--- src/rtl/axis_governor_ctrl.sv ---
// Debug sequencer for one AXI Stream governor: pause / run / step-N / run-until, plus drop and log_en control.
// Latency: commands and terminating flits take effect on the next clock edge; pause/drop/log_en come straight from flops.
// Backpressure: the command channel is never stalled (cmd_ready = 1 out of reset); the flit stream is only snooped.
module axis_governor_ctrl #(
    parameter int unsigned DATA_WIDTH   = 64,
    parameter int unsigned CNT_WIDTH    = 16,
    parameter bit          RESET_PAUSED = 1'b0
) (
    input  logic                  clk,
    input  logic                  rst_n,
    input  logic                  cmd_valid,
    output logic                  cmd_ready,
    input  logic [2:0]            cmd_op,
    input  logic [CNT_WIDTH-1:0]  cmd_arg,
    input  logic [DATA_WIDTH-1:0] mon_TDATA,
    input  logic                  mon_TLAST,
    input  logic                  mon_TVALID,
    input  logic                  mon_TREADY,
    input  logic [DATA_WIDTH-1:0] wp_value,
    input  logic [DATA_WIDTH-1:0] wp_mask,
    output logic                  pause,
    output logic                  drop,
    output logic                  log_en,
    output logic [1:0]            state,
    output logic [CNT_WIDTH-1:0]  flit_cnt,
    output logic                  done
);

    localparam logic [1:0] ST_PAUSED   = 2'd0;
    localparam logic [1:0] ST_RUNNING  = 2'd1;
    localparam logic [1:0] ST_STEPPING = 2'd2;
    localparam logic [1:0] ST_UNTIL    = 2'd3;
    localparam logic [1:0] ST_RESET    = RESET_PAUSED ? ST_PAUSED : ST_RUNNING;

    localparam logic [2:0] OP_PAUSE    = 3'd1;
    localparam logic [2:0] OP_RUN      = 3'd2;
    localparam logic [2:0] OP_STEP     = 3'd3;
    localparam logic [2:0] OP_RUN_LAST = 3'd4;
    localparam logic [2:0] OP_RUN_WP   = 3'd5;
    localparam logic [2:0] OP_SET_DROP = 3'd6;
    localparam logic [2:0] OP_SET_LOG  = 3'd7;

    // until_kind encoding: 0 = stop on TLAST, 1 = stop on watchpoint hit
    localparam logic KIND_LAST  = 1'b0;
    localparam logic KIND_WATCH = 1'b1;

    logic [1:0]           state_q, state_d;
    logic [CNT_WIDTH-1:0] remaining_q, remaining_d;
    logic                 until_kind_q, until_kind_d;
    logic                 drop_q, drop_d;
    logic                 log_en_q, log_en_d;
    logic                 done_q, done_d;
    logic [CNT_WIDTH-1:0] flit_cnt_q, flit_cnt_d;
    logic                 cmd_ready_q;

    logic xfer;
    logic cmd;
    logic wp_hit;
    logic term;

    assign xfer   = mon_TVALID & mon_TREADY;
    assign cmd    = cmd_valid & cmd_ready_q;
    assign wp_hit = (((mon_TDATA ^ wp_value) & wp_mask) == '0);

    // A terminating xfer ends STEP/UNTIL by its own condition; the flit itself still passes
    assign term = xfer &
                  (((state_q == ST_STEPPING) && (remaining_q == CNT_WIDTH'(1))) ||
                   ((state_q == ST_UNTIL) &&
                    ((until_kind_q == KIND_LAST) ? mon_TLAST : wp_hit)));

    // State and control register bank, all cleared asynchronously
    always_ff @(posedge clk or negedge rst_n) begin
        if (!rst_n) begin
            state_q      <= ST_RESET;
            remaining_q  <= '0;
            until_kind_q <= KIND_LAST;
            drop_q       <= 1'b0;
            log_en_q     <= 1'b0;
            done_q       <= 1'b0;
            flit_cnt_q   <= '0;
            cmd_ready_q  <= 1'b0;
        end else begin
            state_q      <= state_d;
            remaining_q  <= remaining_d;
            until_kind_q <= until_kind_d;
            drop_q       <= drop_d;
            log_en_q     <= log_en_d;
            done_q       <= done_d;
            flit_cnt_q   <= flit_cnt_d;
            cmd_ready_q  <= 1'b1;
        end
    end

    // Next state: snooped traffic first, then an accepted command overrides the state choice
    always_comb begin
        state_d      = state_q;
        remaining_d  = remaining_q;
        until_kind_d = until_kind_q;
        drop_d       = drop_q;
        log_en_d     = log_en_q;
        done_d       = 1'b0;
        flit_cnt_d   = flit_cnt_q + {{(CNT_WIDTH-1){1'b0}}, xfer};

        if (xfer && (state_q == ST_STEPPING)) begin
            remaining_d = remaining_q - CNT_WIDTH'(1);
        end
        if (term) begin
            state_d = ST_PAUSED;
            done_d  = 1'b1;
        end

        if (cmd) begin
            case (cmd_op)
                OP_PAUSE:    state_d = ST_PAUSED;
                OP_RUN:      state_d = ST_RUNNING;
                OP_STEP: begin
                    if (cmd_arg == '0) begin
                        state_d = ST_PAUSED;
                        done_d  = 1'b1;
                    end else begin
                        remaining_d = cmd_arg;
                        state_d     = ST_STEPPING;
                    end
                end
                OP_RUN_LAST: begin
                    until_kind_d = KIND_LAST;
                    state_d      = ST_UNTIL;
                end
                OP_RUN_WP: begin
                    until_kind_d = KIND_WATCH;
                    state_d      = ST_UNTIL;
                end
                OP_SET_DROP: drop_d   = cmd_arg[0];
                OP_SET_LOG:  log_en_d = cmd_arg[0];
                default:     ;
            endcase
        end
    end

    // Outputs are pure decodes of flops so nothing combinational reaches the governor controls
    always_comb begin
        pause     = (state_q == ST_PAUSED);
        drop      = drop_q;
        log_en    = log_en_q;
        state     = state_q;
        flit_cnt  = flit_cnt_q;
        done      = done_q;
        cmd_ready = cmd_ready_q;
    end

endmodule

--- config.mk ---
export PLATFORM = sky130hd
export DESIGN_NAME = axis_governor_ctrl
export DESIGN_NICKNAME = d
export VERILOG_FILES = /design/src/rtl/axis_governor_ctrl.sv
export SDC_FILE = /design/constraint.sdc
export NUM_CORES = 1
export LEC_CHECK = 0
export ABC_CLOCK_PERIOD_IN_PS = 1900
export CAP_MARGIN = 10
export CORE_AREA = 2 2 100 102
export DETAILED_ROUTE_END_ITERATION = 8
export DIE_AREA = 0 0 102 104
export DONT_BUFFER_PORTS = 1
export REMOVE_ABC_BUFFERS = 1
export SETUP_SLACK_MARGIN = 0.02
export SYNTH_ARGS = -nofsm -noshare
export SYNTH_HDL_FRONTEND = slang
export SYNTH_SLANG_ARGS = --single-unit
--- constraint.sdc ---
create_clock -name clk -period 1.9 [get_ports clk]
set_input_delay 0.285 -clock clk [delete_from_list [all_inputs] [get_ports clk]]
set_output_delay 0.285 -clock clk [all_outputs]
set_load 0.02 [all_outputs]
# [Yosys cells after proc, flatten, opt, wreduce, memory -nomap -nowiden]
# Cells that the tools add are included.
# Widths: inputs -> output; s select.
[word_totals] word_cells=51 ff_bits=39 output_inout_bits=23
[op_classes] n_reduce_logical=12 bitwise=5 muxes=14 eq_ne=10 n_addsub=2
[ops] cell="$and 64x64->64" count=1
[ops] cell="$logic_not 64->1" count=1
[ops] cell="$mux 16" count=4
[ops] cell="$xor 64x64->64" count=1
[ops] cell="$add 16x1->16" count=1
[ops] cell="$eq 16x1->1 const B" count=1
[ops] cell="$logic_not 16->1" count=1
[ops] cell="$sub 16x1->16 const B" count=1
[ops] cell="$eq 3x3->1 const B" count=4
[ops] cell="$pmux 2 s4" count=1
[ops] cell="$eq 3x2->1 const B" count=2
[ops] cell="$mux 2" count=3
[ops] cell="$reduce_and 2->1" count=3
[ops] cell="$mux 1" count=5
[ops] cell="$eq 2x2->1 const B" count=2
[ops] cell="$and 1x1->1" count=3
[ops] cell="$eq 3x1->1 const B" count=1
[ops] cell="$logic_and 1x1->1" count=3
[ops] cell="$logic_not 2->1" count=1
[ops] cell="$pmux 1 s2" count=1
[ops] cell="$reduce_bool 2->1" count=1
[ops] cell="$reduce_or 2->1" count=1
[ops] cell="$logic_or 1x1->1" count=1

# [Depth between registers and ports, before layout]
# Gate-level depths: netlist of run 1.
[logic_depth] ltp_word=11 depth_mapped=7

# [Worst setup path after synthesis of run 1]
# OpenSTA, ideal clock, no wires.
[synth_timing] path_type="register to register" startpoint="register state_q[1] (netlist: state[1])" endpoint="register remaining_q[14]" required_ps=1763 arrival_ps=1854 slack_ps=-91 stages_incl_launch_ff=8 period_less_slack_ps=1991 path_cell_list="dfrtp_1 > and4b_1 > clkbuf_1 > nand3_1 > or4_4 > nor4_4 > xnor2_1 > a21oi_1"
[synth_between] elab_chain_cells=6
[synth_lines] element="start, declared" line="47" source="logic [1:0] state_q, state_d;"
[synth_lines] element="start signal, assigned" line="83" source="state_q <= state_d;"
[synth_lines] element="$eq 2x2->1 (*)" line="104" source="if (xfer && (state_q == ST_STEPPING)) begin"
[synth_lines] element="$logic_and 1x1->1 (*)" line="104"
[synth_lines] element="$mux 16 (*)" line="104"
[synth_lines] element="$mux 16" line="117" source="if (cmd_arg == '0) begin"
[synth_lines] element="$mux 16" line="113" source="case (cmd_op)"
[synth_lines] element="$mux 16 (*)" line="112" source="if (cmd) begin"
[synth_lines] element="named net remaining_d[14]" line="48" source="logic [CNT_WIDTH-1:0] remaining_q, remaining_d;"
[synth_lines] element="end signal, assigned" line="84" source="remaining_q <= remaining_d;"
[synth_lines] element="end, declared" line="48"
# The timed path passes the listed nets; every way through them passes the cells marked *.
# A chain may end at the register's enable or synchronous reset.

# [Worst setup path after layout of run 1]
[layout_timing] startpoint="register remaining_q[7]" endpoint="register remaining_q[14]"
[layout_between] elab_chain_cells=5
[layout_lines] element="$sub 16x1->16 (*)" line="105" source="remaining_d = remaining_q - CNT_WIDTH'(1);"
[layout_lines] element="$mux 16 (*)" line="104"
[layout_lines] element="$mux 16" line="117"
[layout_lines] element="$mux 16" line="113"
[layout_lines] element="$mux 16 (*)" line="112"
[layout_lines] element="named net remaining_d[14]" line="48"
# Marked as above.

==> results of run 1 <==
-- worst reg2reg max path, cell delays in order, from the launching register on --
cell and delay (ns):
dfrtp_1 0.38, or3_4 0.38, or2_1 0.23, or4_4 0.44
nor4_4 0.15, xnor2_1 0.15, a21oi_1 0.09
-- sequential cells by signal, summed over array words and instances (netlist names) --
name,cells
cmd_ready,1
done,1
drop,1
flit_cnt,16
log_en,1
remaining_q,16
state,2
until_kind_q,1
-- layer usage --
metal	routed length [µm]	global-route usage	up-vias
met5	0	0	-
met4	91	0.0362	0
met3	1570	0.124	8
met2	4320	0.274	139
met1	3600	0.196	1113
li1	-	-	1131
-- kinds of logic (layout without fill, tap and decap cells) --
logic type / Yosys count / count (layout) / share of synthesized area
AND/OR/NAND/NOR: 100 / 100 / 0.185
buffers and inverters: 7 / 32 / 0.00941
AO/OA/AOI/OAI: 57 / 57 / 0.136
flip-flops: 39 / 39 / 0.350
multiplexers: 3 / 3 / 0.0121
other: 1 / 1 / 0.00134
adder cells (fa/ha/maj): 4 / 4 / 0.0179
XOR/XNOR: 92 / 92 / 0.289
-- per-stage QoR --
step,std cells,setup WS [ns],power (W),hold WS [ns]
global route,461,-0.130,0.00317,0.129
floorplan,299,-0.108,0.00181,-0.0106
global placement,451,-0.0500,0.00210,-0.00982
finish,461,-0.0368,0.00297,0.138
CTS,461,-0.0468,0.00300,0.126
detailed placement,451,-0.0921,0.00213,-0.0100
-- cell usage after synthesis, types with 3 or more instances --
master	count
inv_1	3
nand3_1	12
mux2_2	3
xnor2_1	19
dfrtp_1	38
ha_1	4
xor2_1	73
nor4_1	8
buf_1	3
a21oi_1	17
nand2_1	13
a22oi_1	30
nand4_1	13
nor3_1	9
nor2_1	32
-- power by group through the flow --
stage          Clock, W  Combinational, W  Sequential, W
2_1_floorplan         0          0.000468        0.00134
3_3_place_gp          0          0.000848        0.00126
3_5_place_dp          0          0.000865        0.00126
4_1_cts        0.000852          0.000895        0.00125
5_1_grt        0.000885          0.000996        0.00128
6_report       0.000826          0.000888        0.00125
-- layout make-up --
| class | count | area, µm² |
|---|---|---|
| Timing Repair Buffer | 21 | 185 |
| Sequential cell | 39 | 977 |
| Clock buffer | 5 | 68.8 |
| Clock inverter | 3 | 67.6 |
| Fill cell | 997 | 6270 |
| Tap cell | 133 | 166 |
| Multi-Input combinational cell | 257 | 1810 |
| Inverter | 3 | 11.3 |
-- path summary, 6_finish.rpt --
path / from / end / slack [ns] / depth (start not counted)
worst max-delay path: remaining_q[7] / remaining_q[14] / -0.04 / 6
worst max register to register: remaining_q[7] / remaining_q[14] / -0.04 / 6
worst min register to register: flit_cnt[0] / flit_cnt[0] / 0.52 / 1
worst min-delay path: cmd_arg[0] / drop / 0.14 / 1
max in group asynchronous: rst_n / state[0] / 1.21 / 2
min in group asynchronous: rst_n / flit_cnt[8] / 0.43 / 2
-- timing repair --
item                                    in CTS  in global routing
endpoints found under the hold margin       39                  0
endpoints found under the setup margin       2                  4
pin swaps                                    2                  1
hold buffers                                 2                  0
gates resized for setup                      0                  4
==> flow_summary.yaml, run 1 <==
floorplan:
  rows: 36
  die_h_um: 104
  dieArea_um2: 10600
  die_w_um: 102
  core-area_um2: 9550
  pin_count: 240
  start_util: 0.292
cts:
  cts_tree: "yes"
  clock_latency_ns: 0.29
  post_cts_buffers: 0
  h-tree-depth: 2
  cts-root-buf: "clkbuf_8"
  numCtsBuffers: 5
  cts.sinks: 39
  path_clk_slew_ns: 0.08
  clk_path_buf_depth: 2
cells_and_area:
  areaGrowthSynthToFinish_pct: 17.6
  final_common_cell: "xor2_1"
  diodes: 0
  fin_area_um2: 3280
  finalCoreUtilization: 0.344
  layout-drive-gt1-share: 0.122
  finalNetCount: 548
  layout_common_cells: "xor2_1 (73), dfrtp_1 (38), nor2_1 (31)"
yosys:
  synth-warning-count: 0
  synth.area.top_cells: "dfrtp_1 (34%), xor2_1 (23%), a22oi_1 (8.1%)"
  synth.avg_cell_area_um2: 9.22
  synth_cells: 303
  yosysTopAreaCell: "dfrtp_1"
  syn-cell-area_um2: 2790
  synth_edf_count: 0
  synth-main-ff-cell: "dfrtp_1"
  synth_top_area_share: 0.341
  ys_seq_elements: 39
  ys_seq_area_frac: 0.350
  ys_async_sr_fraction: 1.00
  ys_types: 37
power:
  power.switching_w: 0.000955
  intPower_w: 0.00201
  ir_drop_v: 0.000451
  p_leak_nw: 1.33
  p_clk_frac: 0.279
  seq_power_share: 0.422
  powerDensity_nw_per_um2: 903
  power_frac_comb: 0.300
  p_sw_frac: 0.322
drt:
  wl_per_cell_um: 20.8
  vias_per_cell: 5.19
  num_vias: 2391
  wl_um: 9580
  first_iter_violations: 107
  route.detailed.drc: 0
  drtAntennaViolNets: 0
  dr.pass1.iters: 4
grt:
  grt_max_degree: 40
  grt_pass1_wl_um: 13900
  grt_pass1_vias: 2580
  overflow: 0
  grt_usage: 0.176
  antenna_found_initial: 0
setup_path:
  endpoint_kind: "register"
  crit_arrival_ns: 2.11
  critPathBufInv: 0
  critPathMaxFanout: 2
  cp_slowest_cell: "or4_4"
  crit_path_start_kind: "register"
  cp_slowest_stage_delay_ns: 0.44
  crit_family: "simple AND/OR/NAND/NOR gates"
  crit_type: "reg2reg"
  required_ns: 2.07
  worstPathCellList: "or3_4, or2_1, or4_4, nor4_4, xnor2_1, a21oi_1"
sta:
  tns_ns: -0.0368
  fin_ws_ns: -0.0368
  maxSlewViolCount: 0
  fin_crit_ns: 1.94
  fin_crit_sh: 1.02
  rsz0062_at_grt: "true"
  report.final.setup_viol: 1
  hold_viol: 0
  fmax_ghz: 0.516
  clock_skew_ns: 0.00462
placed_design:
  dpl.hpwl_um: 8450
  gp_congestion: 0.938
  port_buffers: 0
  dpl_cell_area_um2: 3100
status:
  violations: "setup timing"
  status: "finished with violations"
worst_hold_path:
  hold_class: "in2reg"
flow_run:
  maxCapViolations: 0
Power figures use the tool's default switching activity.
==> inputs of run 2 (changes only) <==
Settings changed: CORE_AREA 2 2 100 102 to 2 2 93 95, DIE_AREA 0 0 102 104 to 0 0 95 97.
==> flow_summary.yaml, run 2 (synthesis gave the netlist of run 1 again) <==
setup_path:
  cp_num_cells: 6
  cp-endpoint: "remaining_q[14]"
  crit_path_start_kind: "register"
  r2r-end: "remaining_q[14]"
  cp_slowest_stage_delay_ns: 0.51
  crit_type: "reg2reg"
  required_ns: 2.07
  rr_startpoint: "remaining_q[7]"
  crit_arrival_ns: 2.18
  endpoint_kind: "register"
  critPathMaxFanout: 2
  r2r_cells: 6
  cp_slowest_cell: "or4_4"
  worstPathCellList: "or3_1, or2_1, or4_4, nor4_4, xnor2_1, a21oi_1"
  r2r_slack_ns: -0.11
  critPathBufInv: 0
  startpoint: "remaining_q[7]"
  crit_family: "simple AND/OR/NAND/NOR gates"
floorplan:
  start_util: 0.343
  rows: 33
  die_w_um: 95
  pin_count: 240
  core-area_um2: 8130
  dieArea_um2: 9220
  die_h_um: 97
drt:
  vias_per_cell: 5.57
  num_vias: 2399
  wl_per_cell_um: 23.3
  drtAntennaViolNets: 0
  route.detailed.drc: 0
  dr.pass1.iters: 4
  first_iter_violations: 134
  wl_um: 10100
cts:
  clock_latency_ns: 0.29
  cts_tree: "yes"
  post_cts_buffers: 0
  clk_path_buf_depth: 2
  cts-root-buf: "clkbuf_8"
  cts.sinks: 39
  numCtsBuffers: 5
  h-tree-depth: 2
  path_clk_slew_ns: 0.08
cells_and_area:
  final_common_cell: "xor2_1"
  layout-drive-gt1-share: 0.113
  layout_common_cells: "xor2_1 (73), dfrtp_1 (38), nor2_1 (32)"
  finalNetCount: 546
  areaGrowthSynthToFinish_pct: 14.7
  diodes: 0
  fin_area_um2: 3200
grt:
  grt_pass1_wl_um: 14300
  grt_max_degree: 40
  grt_pass1_vias: 2573
  overflow: 0
  antenna_found_initial: 0
  grt_usage: 0.213
power:
  powerDensity_nw_per_um2: 876
  ir_drop_v: 0.000632
  p_leak_nw: 1.32
sta:
  fin_crit_sh: 1.06
  hold_viol: 0
  rsz0062_at_grt: "true"
  fmax_ghz: 0.498
  report.final.setup_viol: 2
  clock_skew_ns: 0.00772
  fin_crit_ns: 2.01
  fin_ws_ns: -0.109
  maxSlewViolCount: 0
status:
  status: "finished with violations"
  violations: "setup timing"
flow_run:
  maxCapViolations: 0
placed_design:
  dpl_cell_area_um2: 3050
  gp_congestion: 0.928
  dpl.hpwl_um: 8760
  port_buffers: 0
  place_ws_ns: -0.0793
worst_hold_path:
  hold_class: "in2reg"
-- run 2: area by class of cell --
cell class	instances	area [µm²]
Multi-Input combinational cell	257	1800
Inverter	3	11.3
Sequential cell	39	977
Tap cell	105	131
Clock buffer	6	82.6
Fill cell	803	4930
Clock inverter	2	35.0
Timing Repair Buffer	19	170
-- run 2: worst min-delay path by stage --
| stage | start | endpoint | slack [ns] | depth (start not counted) |
|---|---|---|---|---|
| 6_report | cmd_op[0] | until_kind_q | 0.14 | 1 |
| 5_1_grt | cmd_arg[0] | log_en | 0.14 | 1 |
| 4_1_cts | cmd_op[0] | until_kind_q | 0.12 | 1 |
| 3_5_place_dp | rst_n | remaining_q[10] | -0.01 | 0 |
| 3_3_place_gp | rst_n | remaining_q[10] | -0.01 | 0 |
| 2_1_floorplan | rst_n | cmd_ready | -0.01 | 0 |
-- run 2: where the power goes --
group,internal [W],switching (W)
Clock,0.000425,0.000291
Combinational,0.000408,0.000404
Sequential,0.00104,0.000239
-- run 2: layer usage --
metal	up-vias	global-route usage	wire length (µm)
li1	1133	-	-
met1	1107	0.233	3560
met2	152	0.345	4790
met3	7	0.144	1650
met4	0	0.0390	60
met5	-	0	0
-- run 2: through the flow --
stage	setup TNS [ns]	hold slack [ns]	std cells	utilization	total power [W]
finish	-0.159	0.136	431	0.394	0.00281
global route	-0.299	0.136	431	0.394	0.00301
CTS	-0.148	0.125	431	0.393	0.00283
detailed placement	-0.118	-0.00991	421	0.375	0.00208
global placement	-0.0519	-0.00977	421	0.375	0.00206
floorplan	-0.176	-0.0106	299	-	0.00181
-- run 2: timing repair --
item,4_1_cts,5_1_grt
gates cloned,0,0
hold buffers,2,0
hold endpoints to repair,39,0
pin swaps,1,0
gates resized for setup,0,2
endpoints found under the setup margin,2,3
